`config.mk`:
```
export PLATFORM = sky130hd
export DESIGN_NAME = memtrace_issue_arbiter
export DESIGN_NICKNAME = d
export VERILOG_FILES = /design/src/rtl/memtrace_pkg.sv /design/src/rtl/memtrace_rr_pick.sv /design/src/rtl/memtrace_issue_arbiter.sv
export SDC_FILE = /design/constraint.sdc
export NUM_CORES = 1
export LEC_CHECK = 0
export BUFFER_PORTS_ARGS = -buffer_cell sky130_fd_sc_hd__buf_2
export CAP_MARGIN = 20
export CORE_ASPECT_RATIO = 1.4
export CORE_UTILIZATION = 50
export CTS_BUF_LIST = sky130_fd_sc_hd__clkbuf_8
export CTS_CLUSTER_DIAMETER = 200
export DETAILED_ROUTE_END_ITERATION = 6
export GPL_TIMING_DRIVEN = 1
export PLACE_DENSITY = 0.82
export SLEW_MARGIN = 0
export SYNTH_ARGS = -nofsm -noshare
export SYNTH_HDL_FRONTEND = slang
export SYNTH_SLANG_ARGS = --single-unit
```
`constraint.sdc`:
```
create_clock -name clock -period 2.7 [get_ports clock]
set_input_delay 0.405 -clock clock [delete_from_list [all_inputs] [get_ports clock]]
set_output_delay 0.405 -clock clock [all_outputs]
set_load 0.01 [all_outputs]
```
`src/rtl/memtrace_pkg.sv`:
```
// memtrace_pkg: shared widths and arbiter state encoding for the memory-trace issue path.
package memtrace_pkg;
    localparam int MEMTRACE_DATA_WIDTH  = 64;
    localparam int MEMTRACE_MAX_THREADS = 32;
    typedef enum logic [1:0] {
        ST_IDLE      = 2'd0,
        ST_DRAIN     = 2'd1,
        ST_WAIT_RESP = 2'd2,
        ST_DONE      = 2'd3
    } memtrace_arb_state_t;
endpackage

```
`src/rtl/memtrace_rr_pick.sv`:
```
// memtrace_rr_pick: combinational rotate-priority picker; grants the first pending lane at or after rr_ptr.
module memtrace_rr_pick #(
    parameter int NUM_THREADS = 4,
    parameter int TW          = (NUM_THREADS > 1) ? $clog2(NUM_THREADS) : 1
) (
    input  logic [NUM_THREADS-1:0] pend,
    input  logic [TW-1:0]          rr_ptr,
    output logic                   grant_valid,
    output logic [TW-1:0]          grant_idx
);
    logic [TW-1:0] w_idx;
    // Walk offsets from the far end so the smallest offset from rr_ptr wins last.
    always_comb begin
        grant_valid = 1'b0;
        grant_idx   = '0;
        w_idx       = '0;
        for (int i = NUM_THREADS - 1; i >= 0; i--) begin
            w_idx = TW'((int'(rr_ptr) + i) % NUM_THREADS);
            if (pend[w_idx]) begin
                grant_valid = 1'b1;
                grant_idx   = w_idx;
            end
        end
    end
endmodule

```
`src/rtl/memtrace_issue_arbiter.sv`:
```
// memtrace_issue_arbiter: captures trace batches and serializes lanes round-robin onto one credit-limited request port.
// Optional MEMTRACE_ARB_PERF_EN adds saturating 64-bit issue/stall counters.
module memtrace_issue_arbiter
    import memtrace_pkg::*;
#(
    parameter int NUM_THREADS     = 4,
    parameter int DATA_WIDTH      = MEMTRACE_DATA_WIDTH,
    parameter int MAX_OUTSTANDING = 8,
    parameter int TW              = (NUM_THREADS > 1) ? $clog2(NUM_THREADS) : 1
) (
    input  logic                              clock,
    input  logic                              reset,
    output logic                              trace_read_ready,
    input  logic [NUM_THREADS-1:0]            trace_read_valid,
    input  logic [DATA_WIDTH*NUM_THREADS-1:0] trace_read_address,
    input  logic                              trace_read_finished,
    output logic                              mem_req_valid,
    input  logic                              mem_req_ready,
    output logic [DATA_WIDTH-1:0]             mem_req_addr,
    output logic [TW-1:0]                     mem_req_tid,
    input  logic                              mem_resp_valid,
    output logic                              done,
    output logic                              resp_underflow
`ifdef MEMTRACE_ARB_PERF_EN
    ,
    output logic [63:0]                       perf_issued,
    output logic [63:0]                       perf_stall_ready,
    output logic [63:0]                       perf_stall_credit
`endif
);
    localparam int CW = $clog2(MAX_OUTSTANDING + 1);

    memtrace_arb_state_t                        r_state;
    logic [NUM_THREADS-1:0]                     r_pend;
    logic [NUM_THREADS-1:0][DATA_WIDTH-1:0]     r_addr;
    logic [CW-1:0]                              r_cnt;
    logic [TW-1:0]                              r_rr;
    logic                                       r_fin;
    logic                                       r_underflow;

    logic                   w_gv;
    logic [TW-1:0]          w_gidx;
    logic                   w_sel;
    logic                   w_full;
    logic                   w_acc;
    logic                   w_resp_ok;
    logic [NUM_THREADS-1:0] w_pend_nxt;

    memtrace_rr_pick #(.NUM_THREADS(NUM_THREADS), .TW(TW)) u_pick (
        .pend        (r_pend),
        .rr_ptr      (r_rr),
        .grant_valid (w_gv),
        .grant_idx   (w_gidx)
    );

    // Pick is a function of r_pend/r_rr only, so addr/tid hold until the accept.
    assign w_sel      = (r_state == ST_DRAIN) && w_gv;
    assign w_full     = (r_cnt == CW'(MAX_OUTSTANDING));
    assign w_acc      = mem_req_valid && mem_req_ready;
    assign w_resp_ok  = mem_resp_valid && (r_cnt != '0);
    assign w_pend_nxt = r_pend & ~(NUM_THREADS'(1) << w_gidx);

    assign trace_read_ready = (r_state == ST_IDLE);
    assign mem_req_valid    = w_sel && (!w_full || mem_resp_valid);
    assign mem_req_addr     = w_sel ? r_addr[w_gidx] : '0;
    assign mem_req_tid      = w_sel ? w_gidx : '0;
    assign done             = (r_state == ST_DONE);
    assign resp_underflow   = r_underflow;

    always_ff @(posedge clock) begin
        if (reset) begin
            r_state     <= ST_IDLE;
            r_pend      <= '0;
            r_addr      <= '0;
            r_cnt       <= '0;
            r_rr        <= '0;
            r_fin       <= 1'b0;
            r_underflow <= 1'b0;
        end else begin
            r_cnt       <= r_cnt + CW'(w_acc) - CW'(w_resp_ok);
            r_underflow <= r_underflow | (mem_resp_valid && (r_cnt == '0));
            if (trace_read_finished && (r_state != ST_DONE))
                r_fin <= 1'b1;
            case (r_state)
                ST_IDLE: begin
                    if (|trace_read_valid) begin
                        r_pend  <= trace_read_valid;
                        r_addr  <= trace_read_address;
                        r_state <= ST_DRAIN;
                    end else if (r_fin) begin
                        r_state <= ST_WAIT_RESP;
                    end
                end
                ST_DRAIN: begin
                    if (w_acc) begin
                        r_pend <= w_pend_nxt;
                        r_rr   <= (w_gidx == TW'(NUM_THREADS - 1)) ? '0 : w_gidx + 1'b1;
                        if (w_pend_nxt == '0)
                            r_state <= ST_IDLE;
                    end
                end
                ST_WAIT_RESP: r_state <= (r_cnt == '0) ? ST_DONE : ST_WAIT_RESP;
                default:      r_state <= ST_DONE;
            endcase
        end
    end

`ifdef MEMTRACE_ARB_PERF_EN
    always_ff @(posedge clock) begin
        if (reset) begin
            perf_issued       <= '0;
            perf_stall_ready  <= '0;
            perf_stall_credit <= '0;
        end else begin
            if (w_acc && !(&perf_issued))
                perf_issued <= perf_issued + 64'd1;
            if (mem_req_valid && !mem_req_ready && !(&perf_stall_ready))
                perf_stall_ready <= perf_stall_ready + 64'd1;
            if (w_sel && w_full && !mem_resp_valid && !(&perf_stall_credit))
                perf_stall_credit <= perf_stall_credit + 64'd1;
        end
    end
`endif
endmodule

```
==> results.toml, run 1 <==
[die]
row_count = 66
start_util_pct = 50.8
die_w_microns = 131
die-area_sq_um = 24100
io_pins = 335
dieHeight_microns = 183
core_sq_um = 23100

[sta]
fin_crit_sh_pct = 101
fin_ws_ns = -0.0144
slew_headroom_pct = 31.7
finalCriticalPeriod_ns = 2.71
finalSetupTns_ns = -0.0729
finalSetupViolations = 14
clock_skew_ns = 0.0190
grt_setup_unrepaired = "true"
holdWs_ns = 0.107
tightest_slew_ns = 1.02
finalMaxSlewViolations = 0
finalHoldViolCount = 0
clock.fmax_mhz = 368

[cts]
htree_levels = 2
cts_buffer_depth = 3
cts_tree = "built"
cts.sinks = 270
clk_latency_ns = 0.53
cts_root_buf = "clkbuf_8"
path_clk_slew_ns = 0.07
cts_buffers = 41

[worst_setup_path]
crit_fanout = 16
critPathKind = "reg2out"
end_kind = "output port"
startpoint_type = "register"
crit_required_ns = 2.30
arrival_ns = 2.31

[logic_synthesis]
netlist_instances = 1448
synthTopCellsByArea = "dfxtp_1 46%, nand2_1 17%, a21oi_1 12%"
ys_seq_area_share_pct = 46.1
synth_compound_area_share_pct = 15.5
synth_fa_ha_area_share_pct = 1.24
avgSynthCellArea_sq_um = 8.11
synthXorXnorAreaFrac_pct = 0.149
yosys.area.top_type = "dfxtp_1"
ys_types = 39
ys_seq_elements = 270
ys.flop_type = "dfxtp_1"
yosysMostFrequentCell = "nand2_1"
synth_top_area_share_pct = 46.1
yosysWarnings = 0
synth_fp_nets = 1724
synth-simple-area-share_pct = 18.9
synth_top_family_by_area = "simple AND/OR/NAND/NOR gates"
async_reset_ff_share_pct = 0
muxShareOfSynthArea_pct = 11.1
synthTopCellsByCount = "518 x nand2_1, 270 x a21oi_1, 270 x dfxtp_1, 130 x mux2i_1, 65 x o22ai_1"
synth_edf_count = 0
synth_area_sq_um = 11700

[place]
place.detailed.hpwl_microns = 21300
io_buffers = 334
preCtsSetupSlack_ns = 0.224
gp_congestion = 0.859
dpl-instance-area_sq_um = 13400

[grt]
grt_overflow = 0
grtUsageTotal_pct = 26.9
grt_pass1_wl_microns = 52400
grt_max_degree = 158
antenna_found_initial = 5
grt_pass1_vias = 10800

[routing]
first_pass_iters = 5
vias = 11400
via_per_inst = 5.42
ant_nets = 0
drtIter0Drc = 672
wl_per_cell_microns = 17.2
drt_wl_total_microns = 36200
drc = 0

[worst_hold_path]
hp-class = "in2reg"

[power_and_ir_drop]
clkPwrFrac_pct = 31.3
power.total_w = 0.0111
pwr-share-seq_pct = 42.1
powerDensity_nw_per_um2 = 734
p_comb_share_pct = 26.6
netSwitchingFraction_pct = 31.1
p_leak_nw = 6.58
switchingPower_w = 0.00344
vdd_drop_max_uv = 455
internal-power_w = 0.00762

[flow_run]
drv_cap = 0

[outcome]
status = "finished, violations left"
violations = "negative setup slack"

[finish]
drive_gt1_share_pct = 28.1
postLayoutCellArea_sq_um = 15100
area_growth_pct = 28.4
fin_nets = 2040
what timing repair did:
item / 4_1_cts / 5_1_grt
hold endpoints to repair: 0 / 0
setup buffers: 8 / 6
pin swaps: 4 / 10
setup endpoints to repair: 65 / 65
hold buffers: 0 / 0
cloned: 4 / 9
resized for setup: 19 / 66
final cells by class:
type	count	area [sq um]
antenna	5	12.5
clock buffer	52	716
tap	306	383
inverter	13	48.8
fill	1898	8050
clock inverter	18	126
timing repair buffer	390	2530
multi-input combinational	1048	5830
sequential	270	5420
cells by family (layout without fill, tap and decap cells):
family | after synthesis | after routing
buf+inv | 130 | 473
fa+ha+maj | 11 | 11
simple gates | 562 | 562
xor+xnor | 2 | 2
compound gates | 343 | 343
flops | 270 | 270
mux | 130 | 130
other cells | 0 | 5
cell usage in the layout, fill, tap and decap left out, types with 2 or more instances in the layout:
master	instances
buf_2	328
o22ai_1	47
a21oi_1	269
mux2i_2	8
or4_4	2
ha_1	10
nor4_1	2
mux2i_4	8
buf_4	24
mux2i_1	114
bufinv_16	2
buf_16	3
dfxtp_4	4
nand2_1	518
clkbuf_16	7
nor2_1	16
nor2b_1	2
or2_2	4
dfxtp_1	264
dfxtp_2	2
buf_12	14
diode_2	5
o22ai_4	4
a21o_1	2
buf_6	11
buf_8	2
clkinv_2	2
inv_1	26
clkbuf_8	53
nand2b_1	5
o22ai_2	14
stage by stage:
stage	utilization [%]	instances
floorplan	-	1448
global placement	58.1	2001
detailed placement	58.1	2001
CTS	62.8	2083
global route	65.1	2100
finish	65.2	2102
metal layers:
| layer | global-route usage (%) | vias to the layer above | share of wire [%] |
|---|---|---|---|
| met1 | 29.4 | 5271 | 38 |
| met4 | 13.9 | 2 | 5.2 |
| met5 | 0 | - | 0.022 |
| li1 | - | 5487 | - |
| met3 | 6.19 | 128 | 7.0 |
| met2 | 48.4 | 499 | 50 |
worst max-delay path, stage by stage (launching register included):
cell	delay [ns]
dfxtp_2	0.36
or4_4	0.61
nand3_4	0.23
buf_6	0.29
o22ai_1	0.13
buf_2	0.16
state kept, by name, summed over array words and instances, names as in the netlist:
signal / cells
r_cnt: 4
resp_underflow: 1
r_addr: 256
r_pend: 4
r_fin: 1
r_state: 2
r_rr: 2
power by group through the flow:
stage / Combinational, W / Clock [W] / Sequential (W)
after floorplan: 0.00187 / 0 / 0.00463
after global placement: 0.00241 / 0 / 0.00468
after detailed placement: 0.00248 / 0 / 0.00471
after CTS: 0.00267 / 0.00352 / 0.00463
after global routing: 0.00319 / 0.00370 / 0.00469
final: 0.00294 / 0.00346 / 0.00465
worst paths after layout:
kind / cells after the start / end / from / slack, ns
hold reg to reg: 2 / r_addr[13] / r_addr[13] / 0.45
setup reg to reg: 11 / r_cnt[2] / r_cnt[2] / 0.21
hold / removal: 3 / r_addr[111] / trace_read_address[111] / 0.11
setup / recovery: 5 / mem_req_addr[23] / r_pend[3] / -0.01
No activity file was read; power rests on OpenSTA's default activity.
==> run 2, diff against run 1 <==
Settings changed: CELL_PAD_IN_SITES_DETAIL_PLACEMENT from default to 2, CELL_PAD_IN_SITES_GLOBAL_PLACEMENT from default to 2, CORE_UTILIZATION 50 to 30, PLACE_DENSITY 0.82 to 0.86, TNS_END_PERCENT from default to 100.
==> results.toml, run 2 (synthesis gave the netlist of run 1 again) <==
[outcome]
violations = "negative setup slack"
status = "finished, violations left"

[power_and_ir_drop]
powerDensity_nw_per_um2 = 754
vdd_drop_max_uv = 300
p_leak_nw = 6.80
power.total_w = 0.0121

[cts]
path_clk_slew_ns = 0.07
cts_buffer_depth = 3
cts_buffers = 47
cts_tree = "built"
cts.sinks = 270
clk_latency_ns = 0.59
cts_hold_buf = 0
cts_root_buf = "clkbuf_8"
htree_levels = 2

[worst_setup_path]
reg2reg_slack_ns = 0.12
end_kind = "output port"
r2r-start = "r_pend[0]"
crit_chain = "a21o_1 > a21oi_2 > o22a_4 > buf_6 > buf_12 > buf_16 > mux2i_1 > o22ai_2 > buf_2"
reg2reg_depth = 11
critPathKind = "reg2out"
startpoint_type = "register"
critPathTopFamily = "compound AO/OA/AOI/OAI gates"
reg2reg_to = "r_cnt[2]"
arrival_ns = 2.46
crit_fanout = 7
cpMaxStageDelayCell = "dfxtp_4"
crit_required_ns = 2.30
slowest_delay_ns = 0.37
critPathBufInv = 4

[sta]
finalHoldViolCount = 0
grt_setup_unrepaired = "true"
fin_crit_sh_pct = 106
finalSetupViolations = 60
clock_skew_ns = 0.0323
finalCriticalPeriod_ns = 2.87
tightest_slew_ns = 0.783
slew_headroom_pct = 47.8
holdWs_ns = 0.0572
finalSetupTns_ns = -4.23
fin_ws_ns = -0.166
clock.fmax_mhz = 349
finalMaxSlewViolations = 0

[die]
io_pins = 335
row_count = 85
die_w_microns = 169
start_util_pct = 30.5
dieHeight_microns = 236
die-area_sq_um = 39900
core_sq_um = 38500

[routing]
via_per_inst = 5.01
drc = 0
ant_nets = 0
drt_wl_total_microns = 50400
first_pass_iters = 4
wl_per_cell_microns = 21.5
drtIter0Drc = 549
vias = 11800

[finish]
final_cell_mix = "518 x nand2_1, 328 x buf_2, 268 x a21oi_1, 264 x dfxtp_1, 78 x mux2i_1"
fin_cells = 2347
largest_registers = "r_addr x256, r_cnt x4, r_pend x4"
fin_nets = 2050
regMostFlops = "r_addr"
final_common_cell = "nand2_1"
postLayoutCellArea_sq_um = 16000
largest_reg_flops = 256
area_growth_pct = 36.6
drive_gt1_share_pct = 31.3

[grt]
grt_max_degree = 143
grt_overflow = 0
grt_pass1_wl_microns = 74800
grt_pass1_vias = 13300
grtUsageTotal_pct = 24.3
antenna_found_initial = 17

[place]
io_buffers = 334
place.detailed.hpwl_microns = 30000
dpl-instance-area_sq_um = 13700
gp_congestion = 0.803
dpl.cell_count = 2215

[worst_hold_path]
min_from = "trace_read_address[157]"
hp-class = "in2reg"
hold_path_end = "r_addr[157]"
min_path_cells = 3

[flow_run]
drv_cap = 0
[run 2: what timing repair did]
item | 4_1_cts | 5_1_grt
resized for setup | 112 | 48
pin swaps | 13 | 6
cloned | 13 | 1
endpoints found under the setup margin | 66 | 65
setup buffers | 18 | 0
[run 2: final cells by class]
| cell class | instances | area, sq um |
|---|---|---|
| clock inverters | 22 | 90.1 |
| multi-input cells | 1048 | 6150 |
| diodes | 13 | 32.5 |
| well taps | 522 | 653 |
| flip-flops and latches | 270 | 5420 |
| inverters | 13 | 51.3 |
| clock buffers | 65 | 895 |
| fillers | 4350 | 22500 |
| repair buffers | 394 | 2740 |
[run 2: metal layers]
metal	track usage, %	part of all wire (%)
met5	0	0.14
met4	10.5	4.3
met3	4.70	4.5
met2	47.1	55
met1	24.7	36
[run 2: through the flow]
| step | util, % | setup slack [ns] |
|---|---|---|
| after floorplan | - | 0.431 |
| after global placement | 35.6 | 0.237 |
| after detailed placement | 35.6 | 0.126 |
| after CTS | 40.8 | -0.151 |
| after global routing | 41.6 | -0.253 |
| final | 41.6 | -0.166 |
[run 2: how the worst max path moves through the flow]
stage	from	endpoint	slack [ns]	depth (start not counted)
after global placement	r_pend[3]	r_cnt[2]	0.24	9
after floorplan	r_pend[3]	r_cnt[2]	0.43	10
final	r_pend[0]	mem_req_addr[25]	-0.17	9
after detailed placement	mem_resp_valid	r_cnt[2]	0.13	10
after CTS	r_pend[0]	mem_req_addr[20]	-0.15	9
after global routing	r_pend[0]	mem_req_addr[42]	-0.25	9
[run 2: worst reg2reg max path, delay by kind of cell, from the launching register on]
family        cells  cell delay (ns)
xor+xnor          1             0.16
buf+inv           4             0.46
simple gates      3             0.65
flops             1             0.37
fa+ha+maj         3             0.80
[run 2: power breakdown]
part	leakage (nW)	switching (W)	total (W)	internal [W]
sequential	2.23	0.000310	0.00470	0.00439
combinational	3.99	0.00191	0.00345	0.00154
clock	0.576	0.00180	0.00393	0.00214
==> run 3, diff against run 2 <==
Settings changed: CORE_ASPECT_RATIO 1.4 to 2, CORE_MARGIN from default to 1.
==> results.toml, run 3 (synthesis gave the netlist of run 1 again) <==
[routing]
drc = 0
ant_nets = 0
via_per_inst = 5.21
first_pass_iters = 4
vias = 12300
drt_wl_total_microns = 58700
wl_per_cell_microns = 24.9
drtIter0Drc = 421

[finish]
drive_gt1_share_pct = 35.0
largest_reg_flops = 256
fin_nets = 2069
regMostFlops = "r_addr"
final_cell_mix = "518 x nand2_1, 321 x buf_2, 268 x a21oi_1, 264 x dfxtp_1, 54 x clkbuf_8"
largest_registers = "r_addr x256, r_cnt x4, r_pend x4"
final_common_cell = "nand2_1"
area_growth_pct = 43.9

[sta]
slew_headroom_pct = 48.4
finalMaxSlewViolations = 0
finalCriticalPeriod_ns = 2.90
fin_ws_ns = -0.200
grt_setup_unrepaired = "true"
tightest_slew_ns = 0.774
holdWs_ns = 0.0543
clock.fmax_mhz = 345
finalSetupViolations = 65
finalSetupTns_ns = -6.80
finalHoldViolCount = 0
fin_crit_sh_pct = 107
clock_skew_ns = 0.0246

[cts]
path_clk_slew_ns = 0.07
cts_buffer_depth = 3
clk_latency_ns = 0.59
cts.sinks = 270
htree_levels = 2
cts_tree = "built"
cts_buffers = 44
cts_root_buf = "clkbuf_8"

[place]
io_buffers = 334
place.detailed.hpwl_microns = 32600
gp_congestion = 0.880

[worst_setup_path]
reg2reg_slack_ns = 0.08
critPathKind = "reg2out"
crit_start = "r_pend[0]"
startpoint_type = "register"
crit_required_ns = 2.30
r2r-start = "r_pend[1]"
crit_path_end = "mem_req_addr[59]"
arrival_ns = 2.50
reg2reg_to = "r_cnt[2]"
slowest_delay_ns = 0.38
crit_chain = "a21o_1 > a21oi_2 > o22a_4 > buf_16 > clkbuf_16 > mux2i_1 > o22ai_1 > buf_2"
reg2reg_depth = 10
end_kind = "output port"
cpMaxStageDelayCell = "dfxtp_4"
crit_fanout = 9

[outcome]
violations = "negative setup slack"
status = "finished, violations left"

[die]
row_count = 102
die-area_sq_um = 40000
io_pins = 335
dieHeight_microns = 282
start_util_pct = 30.4
core_sq_um = 38700
die_w_microns = 142

[flow_run]
drv_cap = 0

[grt]
grtUsageTotal_pct = 26.1
grt_overflow = 0
grt_max_degree = 131
antenna_found_initial = 14
grt_pass1_vias = 13800
grt_pass1_wl_microns = 78300

[power_and_ir_drop]
vdd_drop_max_uv = 365
powerDensity_nw_per_um2 = 750
p_leak_nw = 6.92
power.total_w = 0.0127

[worst_hold_path]
hp-class = "in2reg"
run 3: cell types whose count changed in the layout (fill, tap and decap cells not counted), sizes merged:
cell	previous run	this run
bufinv	0	3
clkbuf	67	63
diode	13	11
clkinvlp	0	1
bufbuf	4	0
inv	29	27
buf	388	406
run 3: final cells by class:
| class | count | area (sq um) |
|---|---|---|
| inverters | 13 | 55.1 |
| diodes | 11 | 27.5 |
| repair buffers | 416 | 3090 |
| clock buffers | 53 | 729 |
| clock inverters | 24 | 176 |
| well taps | 520 | 651 |
| multi-input cells | 1048 | 6730 |
| flip-flops and latches | 270 | 5420 |
| fillers | 4217 | 21800 |
run 3: power breakdown:
part | switching [W] | total [W] | internal [W]
sequential | 0.000382 | 0.00478 | 0.00439
clock | 0.00180 | 0.00386 | 0.00206
combinational | 0.00220 | 0.00402 | 0.00182
run 3: metrics by stage:
step | utilization [%] | std cells | area (sq um) | setup slack, ns
6_report | 43.7 | 2355 | 16900 | -0.200
4_1_cts | 41.3 | 2335 | 16000 | -0.143
3_5_place_dp | 35.7 | 2220 | 13800 | 0.0604
5_1_grt | 43.6 | 2353 | 16900 | -0.273
3_3_place_gp | 35.7 | 2220 | 13800 | 0.229
2_1_floorplan | - | 1448 | 11700 | 0.431
run 3: how the worst min path moves through the flow:
stage                       startpoint          end  slack [ns]  cells after the start
2_1_floorplan                r_addr[0]    r_addr[0]        0.44                      2
3_5_place_dp                r_addr[15]   r_addr[15]        0.45                      2
5_1_grt        trace_read_address[234]  r_addr[234]        0.05                      3
3_3_place_gp               r_addr[114]  r_addr[114]        0.44                      2
6_report       trace_read_address[235]  r_addr[235]        0.05                      3
4_1_cts        trace_read_address[235]  r_addr[235]        0.03                      3
run 3: critical path, delay by kind of cell (launching register included):
| family | cells | cell delay (ns) |
|---|---|---|
| buffers and inverters | 3 | 0.56 |
| AOI/OAI and AO/OA | 4 | 0.72 |
| muxes | 1 | 0.25 |
| DFF | 1 | 0.38 |
run 3: layer usage:
layer | vias to the layer above | share of wire (%) | GRT usage, %
met3 | 217 | 4.2 | 4.01
met4 | 10 | 7.6 | 18.4
met5 | - | 0.11 | 0
li1 | 5556 | - | -
met1 | 6032 | 32 | 23.9
met2 | 462 | 56 | 51.3
run 3: timing repair:
action,4_1_cts,5_1_grt
gates cloned,12,11
setup endpoints to repair,66,69
hold buffers,0,0
buffers inserted,26,7
gates resized for setup,146,135
pin swaps,20,24
